$ cat src/rtl/fetch_unit_pkg.sv
// Shared fetch/decode definitions: fixed instruction words, fetch FSM encoding
// and the base opcodes used by the control units.
package fetch_unit_pkg;

  localparam logic [31:0] INSTR_NOP   = 32'h0000_0013;
  localparam logic [31:0] INSTR_ECALL = 32'h0000_0073;

  localparam logic [6:0] OPC_LUI    = 7'b0110111;
  localparam logic [6:0] OPC_AUIPC  = 7'b0010111;
  localparam logic [6:0] OPC_JAL    = 7'b1101111;
  localparam logic [6:0] OPC_JALR   = 7'b1100111;
  localparam logic [6:0] OPC_BRANCH = 7'b1100011;
  localparam logic [6:0] OPC_LOAD   = 7'b0000011;
  localparam logic [6:0] OPC_STORE  = 7'b0100011;
  localparam logic [6:0] OPC_OP_IMM = 7'b0010011;
  localparam logic [6:0] OPC_OP     = 7'b0110011;
  localparam logic [6:0] OPC_SYSTEM = 7'b1110011;

  typedef enum logic [1:0] {
    FETCH_IDLE = 2'd0,
    FETCH_RUN  = 2'd1,
    FETCH_HALT = 2'd2
  } fetch_state_t;

endpackage

$ cat src/rtl/fetch_target_gen.sv
// Redirect target generator: converts a sign-extended byte offset into a word
// offset and adds it to the branch PC, wrapping modulo 2^PC_WIDTH.
module fetch_target_gen #(
  parameter int PC_WIDTH = 10
) (
  input  logic [PC_WIDTH-1:0] br_pc,
  input  logic [31:0]         br_imm,
  output logic [PC_WIDTH-1:0] target
);

  // Bits above the PC range only carry sign extension, and the low two bits
  // are a byte offset inside a word; neither affects a word-addressed PC.
  logic unused_imm_bits;
  assign unused_imm_bits = ^{br_imm[31:PC_WIDTH+2], br_imm[1:0]};

  // Truncating the word offset to PC_WIDTH makes the add wrap in both
  // directions: a negative offset is its two's complement modulo 2^PC_WIDTH.
  logic [PC_WIDTH-1:0] word_off;
  assign word_off = br_imm[PC_WIDTH+1:2];
  assign target   = br_pc + word_off;

endmodule

$ cat src/rtl/fetch_unit.sv
// Instruction-fetch stage: owns the PC, presents it combinationally to the
// instruction memory, registers the returned word and its PC into the IF
// output stage with a valid/ready handshake, applies branch redirects and
// halts on ECALL.
// Optional build macro FETCH_PERF_EN adds fetch and stall event counters.
module fetch_unit
  import fetch_unit_pkg::*;
#(
  parameter int                  PC_WIDTH = 10,
  parameter logic [PC_WIDTH-1:0] RESET_PC = '0
) (
  input  logic                clk,
  input  logic                rst_n,
  input  logic                start,
  output logic [PC_WIDTH-1:0] imem_addr,
  input  logic [31:0]         imem_data,
  output logic                if_valid,
  input  logic                if_ready,
  output logic [31:0]         if_instr,
  output logic [PC_WIDTH-1:0] if_pc,
  input  logic                br_valid,
  input  logic [PC_WIDTH-1:0] br_pc,
  input  logic [31:0]         br_imm,
  output logic                halted,
  output logic                busy
`ifdef FETCH_PERF_EN
  ,
  output logic [31:0]         perf_fetch_cnt,
  output logic [31:0]         perf_stall_cnt
`endif
);

  fetch_state_t        state;
  logic [PC_WIDTH-1:0] pc;
  logic [PC_WIDTH-1:0] br_target;
  logic                load;
  logic                accept;

  fetch_target_gen #(
    .PC_WIDTH (PC_WIDTH)
  ) u_target_gen (
    .br_pc  (br_pc),
    .br_imm (br_imm),
    .target (br_target)
  );

  assign imem_addr = pc;

  // A redirect wins over a fetch: the word at the current pc is wrong-path.
  assign load   = (state == FETCH_RUN) & ~br_valid & (~if_valid | if_ready);
  assign accept = if_valid & if_ready;

  // Fetch FSM with the PC and the IF output stage; busy/halted track the state.
  always_ff @(posedge clk or negedge rst_n) begin
    if (!rst_n) begin
      state    <= FETCH_IDLE;
      pc       <= RESET_PC;
      if_valid <= 1'b0;
      if_instr <= INSTR_NOP;
      if_pc    <= '0;
      busy     <= 1'b0;
      halted   <= 1'b0;
    end else begin
      unique case (state)
        FETCH_IDLE: begin
          // A branch arriving with start is ignored; fetch begins at RESET_PC.
          if (start) begin
            state <= FETCH_RUN;
            pc    <= RESET_PC;
            busy  <= 1'b1;
          end
        end
        FETCH_RUN, FETCH_HALT: begin
          if (br_valid) begin
            state    <= FETCH_RUN;
            pc       <= br_target;
            if_valid <= 1'b0;
            busy     <= 1'b1;
            halted   <= 1'b0;
          end else if (load) begin
            if_instr <= imem_data;
            if_pc    <= pc;
            if_valid <= 1'b1;
            pc       <= pc + 1'b1;
            if (imem_data == INSTR_ECALL) begin
              state  <= FETCH_HALT;
              busy   <= 1'b0;
              halted <= 1'b1;
            end
          end else if (accept) begin
            if_valid <= 1'b0;
          end
        end
        default: begin
          state  <= FETCH_IDLE;
          busy   <= 1'b0;
          halted <= 1'b0;
        end
      endcase
    end
  end

`ifdef FETCH_PERF_EN
  logic stall_evt;
  assign stall_evt = (state == FETCH_RUN) & if_valid & ~if_ready;

  // Event counters: loads and RUN-state backpressure cycles, free-running wrap.
  always_ff @(posedge clk or negedge rst_n) begin
    if (!rst_n) begin
      perf_fetch_cnt <= '0;
      perf_stall_cnt <= '0;
    end else begin
      if (load)      perf_fetch_cnt <= perf_fetch_cnt + 32'd1;
      if (stall_evt) perf_stall_cnt <= perf_stall_cnt + 32'd1;
    end
  end
`endif

endmodule

$ cat config.mk
export PLATFORM = sky130hd
export DESIGN_NAME = fetch_unit
export DESIGN_NICKNAME = d
export VERILOG_FILES = /design/src/rtl/fetch_unit_pkg.sv /design/src/rtl/fetch_target_gen.sv /design/src/rtl/fetch_unit.sv
export SDC_FILE = /design/constraint.sdc
export NUM_CORES = 1
export LEC_CHECK = 0
export BUFFER_PORTS_ARGS = -buffer_cell sky130_fd_sc_hd__buf_2
export CAP_MARGIN = 20
export CORE_ASPECT_RATIO = 0.8
export CORE_MARGIN = 2
export CORE_UTILIZATION = 48
export DETAILED_ROUTE_END_ITERATION = 12
export PLACE_DENSITY = 0.81
export SLEW_MARGIN = 25
export SYNTH_ARGS = -nofsm -noshare
export SYNTH_HDL_FRONTEND = slang
export SYNTH_SLANG_ARGS = --single-unit
$ cat constraint.sdc
create_clock -name clk -period 2.3 [get_ports clk]
set_input_delay 0.23 -clock clk [delete_from_list [all_inputs] [get_ports clk]]
set_output_delay 0.23 -clock clk [all_outputs]
set_load 0.05 [all_outputs]
### Yosys cells after proc, flatten, opt, wreduce, memory -nomap -nowiden

Cells that the tools add are included.

| word-level totals | value |
|---|---|
| bits in registers | 57 |
| output and inout port bits | 55 |

| operators by class | value |
|---|---|
| bitwise operators | 7 |
| reductions and logical operators | 9 |
| mux-type cells | 21 |
| add/sub/neg operators | 2 |
| equality and inequality tests | 6 |

Operators by type and width:

| cell | number |
|---|---|
| 32-bit by 7-bit == test with 1-bit output, second input constant | 1 |
| 10-bit two-way mux | 3 |
| 10-bit case mux with 2 select lines | 1 |
| 3-bit AND reduction | 4 |
| 10-bit by 1-bit adder with 10-bit output, second input constant | 1 |
| 10-bit adder | 1 |
| 1-bit two-way mux | 10 |
| 2-bit two-way mux | 4 |
| 3-bit != test, second input constant | 2 |
| 1-bit case mux with 2 select lines | 2 |
| 2-bit case mux with 2 select lines | 1 |
| 1-bit AND | 3 |
| 1-bit inverter | 3 |
| 3-bit nonzero test | 1 |
| 2-bit by 1-bit == test with 1-bit output, second input constant | 1 |
| 2-bit == test, second input constant | 1 |
| 2-bit zero test | 1 |
| 2-bit != test, second input constant | 1 |
| 2-bit AND reduction | 1 |
| 2-bit nonzero test | 1 |
| 2-bit OR reduction | 1 |
| 1-bit bitwise OR | 1 |

### Longest topological paths before layout

| logic depth | value |
|---|---|
| depth after elaboration | 6 |
| gate-level depth with buffers | 9 |

### Cells and area by module

From an unflattened synthesis, not the netlist that was laid out.

| unflattened totals | value |
|---|---|
| cell total of the unflattened synthesis | 261 |
| area, all modules | 2942.8 um^2 |

By module, submodules not included:

| module | area each (um^2) | instances | cells each | sequential area each (um^2) |
|---|---|---|---|---|
| fetch_unit | 2557.5 | 1 | 210 | 1405.1 |
| fetch_target_gen | 385.4 | 1 | 51 | 0.0 |

### Worst setup path after synthesis

OpenSTA, ideal clock, no wires.

| path | value |
|---|---|
| path kind | reg-to-reg |
| from | register state[0] |
| to | register if_instr[2] |
| required time | 2.175 ns |
| data arrival time | 2.094 ns |
| library setup time | 0.125 ns |
| stages on the path, launching flop included | 9 |
| clock period less this slack | 2.218 ns |
| setup slack | 0.082 ns |
| cell sequence | dfrtp_1 > inv_1 > ha_1 > buf_4 > nor2b_4 > buf_4 > nand3_4 > buf_4 > mux2_2 |

| between the ends | value |
|---|---|
| word-level cells in the longest chain between the ends | 4 |
| elaborated cells on any way between the ends | 6 |
| classes of those cells | 2 x eq/ne; 2 x bitwise; 2 x reduce/logical |

RTL lines:

| what | line | RTL |
|---|---|---|
| start: declaration | fetch_unit.sv:33 | `fetch_state_t state;` |
| start signal: assignment | fetch_unit.sv:56 | `state <= FETCH_IDLE;` |
| start signal: assignment | fetch_unit.sv:68 | `state <= FETCH_RUN;` |
| start signal: assignment | fetch_unit.sv:75 | `state <= FETCH_RUN;` |
| 2-bit by 1-bit == test with 1-bit output | fetch_unit.sv:50, fetch_unit.sv:64 |  |
| 1-bit AND (2 in series) | fetch_unit.sv:50 | `assign load = (state == FETCH_RUN) & ~br_valid & (~if_valid \| if_ready);` |
| 3-bit AND reduction (no line) (*) | - |  |
| end signal: assignment | fetch_unit.sv:81 | `if_instr <= imem_data;` |
| end: declaration | fetch_unit.sv:19 | `output logic [31:0] if_instr,` |

Mark *: on every way between the ends. The rest lies on a longest branch, timed or not.
A chain may end at the register's enable or synchronous reset.

### Worst setup path after layout

| path | value |
|---|---|
| from | register state[0] |
| to | register if_instr[5] |

Same word-level chain as after synthesis.

==> metrics.txt <==
# H-tree levels 2; Rel. slew slack 0.5279; CTS clk-pin slew, worst paths 0.10 ns; most numerous cell in the Yosys netlist dfrtp_1; vias in the first global route 2422; pre-CTS WS 0.3083 ns; CTS tree built; Leak 0.001848 uW; DRT iter0 DRCs 143; status finished clean; met2 Resource Use GR 0.3437; core area 6279 sq um; endpoints failing hold 0; CTS root buffer clkbuf_8; Setup Viol. Count Final 0; Syn Nets 360; IO Count 134; clock sinks 56; Placed Instances 457; Fmax 496.4 MHz; Via Count 2586; setup TNS 0 ns; largest net degree at the start of global routing 57; CP max FO 31; Mapped Avg Cell Area 11.47 sq um; EDFF count, synth 0; port bufs 111; first-pass GRT wire length 11.32 mm; wirelength, routed 6.901 mm; Placer Congestion 0.8269; antenna violations before repair 0; Post-Layout Cell Count 465; antenna cells 0; sequential share of the synthesized area 0.4587; Setup CP Type reg2reg; Power Density 1529 nW/um^2; fin worst setup slack 0.2854 ns; Synth Flop Type dfrtp_1; CTS buffer count 5; max-cap violations 0; CP Launch Type flop; layout cell share with drive strength beyond 1 0.4619; drt pass-1 iters 4; total gr overflow 0; Area Growth Syn to Fin 24.26%; Worst-Skew Late Latency 0.30 ns; Worst-Margin Slew 0.7082 ns; Die ar. 7040 sq um; GRT met3 Usage 0.03066; Synth Warn # 0; Async SR Flop Fraction 1.000; # rows 26; design area 3806 sq um; setup bufs post-CTS 0; Residual DRC 0; all-layer global routing usage 0.2021; Cell Area, Synth 3063 sq um; placed inst area 3695 sq um; Initial Util 0.4878; DP HPWL 5.353 mm; Vias per Instance 5.561; worst clock skew 0.009675 ns; DIE WIDTH 93.31 um; Yosys top cell area share 0.4330; cell accounting for the most synthesized area dfrtp_1; worst path required time 2.49 ns; RSZ-0062 raised after global routing no; M1 GR Usage 0.2781; Critical Path AT 2.20 ns; CTS Buffer Depth 2; WL/cell 14.84 um; top cells by count, synth dfrtp_1, mux2_2, nand2_1, o21ai_0, a21oi_1; gr busiest metal met2; Slew Viols, Final 0; cell count after synthesis 267; Synth area leaders dfrtp_1, mux2_2, ha_1, o21ai_0, dfstp_2; synthesized flop and latch total 56; CP endpoint kind flop; cts hold-fix bufs 0; Hold Path Class in2async; crit share post-route 0.8759; number of nets in the layout 473; Unique masters post-synth 57; die height 75.45 um; Period minus WS final 2.015 ns; Peak VDD IR 0.0009143 V; CTS-repair resized insts 0; antenna viol nets, final 0; worst reg2reg setup slack 0.29 ns
==> through the flow <==
step | utilization | hold slack, ns | total power [uW]
2_1_floorplan | - | -0.06559 | 4409
3_3_place_gp | 0.5885 | 0.4032 | 5112
3_5_place_dp | 0.5885 | 0.4112 | 5218
4_1_cts | 0.6062 | 0.06952 | 5856
5_1_grt | 0.6062 | 0.09758 | 6135
6_report | 0.6062 | 0.04150 | 5819
==> routing by layer <==
metal  vias up  part of all wire
li1       1223                 -
met1      1276              0.46
met2        81              0.48
met3         6             0.046
met4         0            0.0071
met5         -                 0
==> placed cells by master (no fill, tap or decap), types with 2 or more instances in the layout <==
cell / synthesis / routed
nand3_1: 7 / 7
o21ai_0: 16 / 16
xnor2_1: 3 / 3
and3_1: 4 / 4
and2_1: 4 / 4
o21a_1: 3 / 3
a21oi_1: 14 / 14
a31oi_1: 3 / 3
o32a_1: 2 / 2
nor3b_1: 2 / 2
nand4b_1: 2 / 2
o2111ai_1: 2 / 2
a41oi_1: 2 / 2
inv_1: 9 / 9
dfstp_2: 3 / 3
dfrtp_1: 53 / 53
o31ai_1: 2 / 2
buf_4: 3 / 2
o22ai_1: 2 / 2
nor3_1: 2 / 2
nor2_1: 11 / 11
nand2b_1: 3 / 3
clkbuf_8: 0 / 5
a211oi_1: 4 / 4
mux2i_1: 2 / 2
mux2_2: 41 / 41
buf_2: 0 / 111
o31a_1: 2 / 2
nand2_1: 16 / 16
ha_1: 13 / 13
nor4_1: 5 / 5
nor2b_1: 2 / 2
==> worst paths after layout <==
check	startpoint	end	depth (start not counted)
max in group asynchronous	rst_n	if_pc[4]$_DFFE_PN0P_	2
min in group clk	imem_data[6]	if_instr[6]$_DFFE_PN0P_	2
worst max-delay path	state[0]$_DFFE_PN0P_	if_instr[5]$_DFFE_PN0P_	6
worst min register to register	if_instr[11]$_DFFE_PN0P_	if_instr[11]$_DFFE_PN0P_	1
worst min-delay path	rst_n	if_instr[26]$_DFFE_PN0P_	2
worst max register to register	state[0]$_DFFE_PN0P_	if_instr[5]$_DFFE_PN0P_	6
==> sequential cells by signal (all words and copies together) (netlist names) <==
| signal | flops |
|---|---|
| if_valid | 1 |
| state | 2 |
| halted | 1 |
| if_pc | 10 |
| if_instr | 32 |
| imem_addr | 10 |
==> worst max-delay path, stage by stage, from the launching register on <==
cell and delay, ns:
dfrtp_1 0.45, inv_1 0.07, ha_1 0.29, nor2b_4 0.28, nand3_4 0.26, buf_12 0.27, mux2_2 0.29
==> report_power, final <==
group | internal (uW) | switching (uW)
Clock | 323 | 309
Combinational | 986 | 2420
Sequential | 1460 | 325
==> cells by family after synthesis <==
kind of cell	share of synthesized area
muxes	0.1622
AOI/OAI and AO/OA	0.1271
and+or+nand+nor	0.1491
DFF	0.4587
xor gates and xnor gates	0.01144
adders and majority gates	0.05964
buffers and inverters	0.03186
==> layout make-up <==
class	count	area, sq um
Timing Repair Buffer	114	590.6
Multi-Input combinational cell	194	1560
Clock buffer	5	68.82
Fill cell	549	2472
Sequential cell	56	1405
Clock inverter	3	42.54
Tap cell	84	105.1
Inverter	9	33.78
No activity file was read; power rests on OpenSTA's default activity.
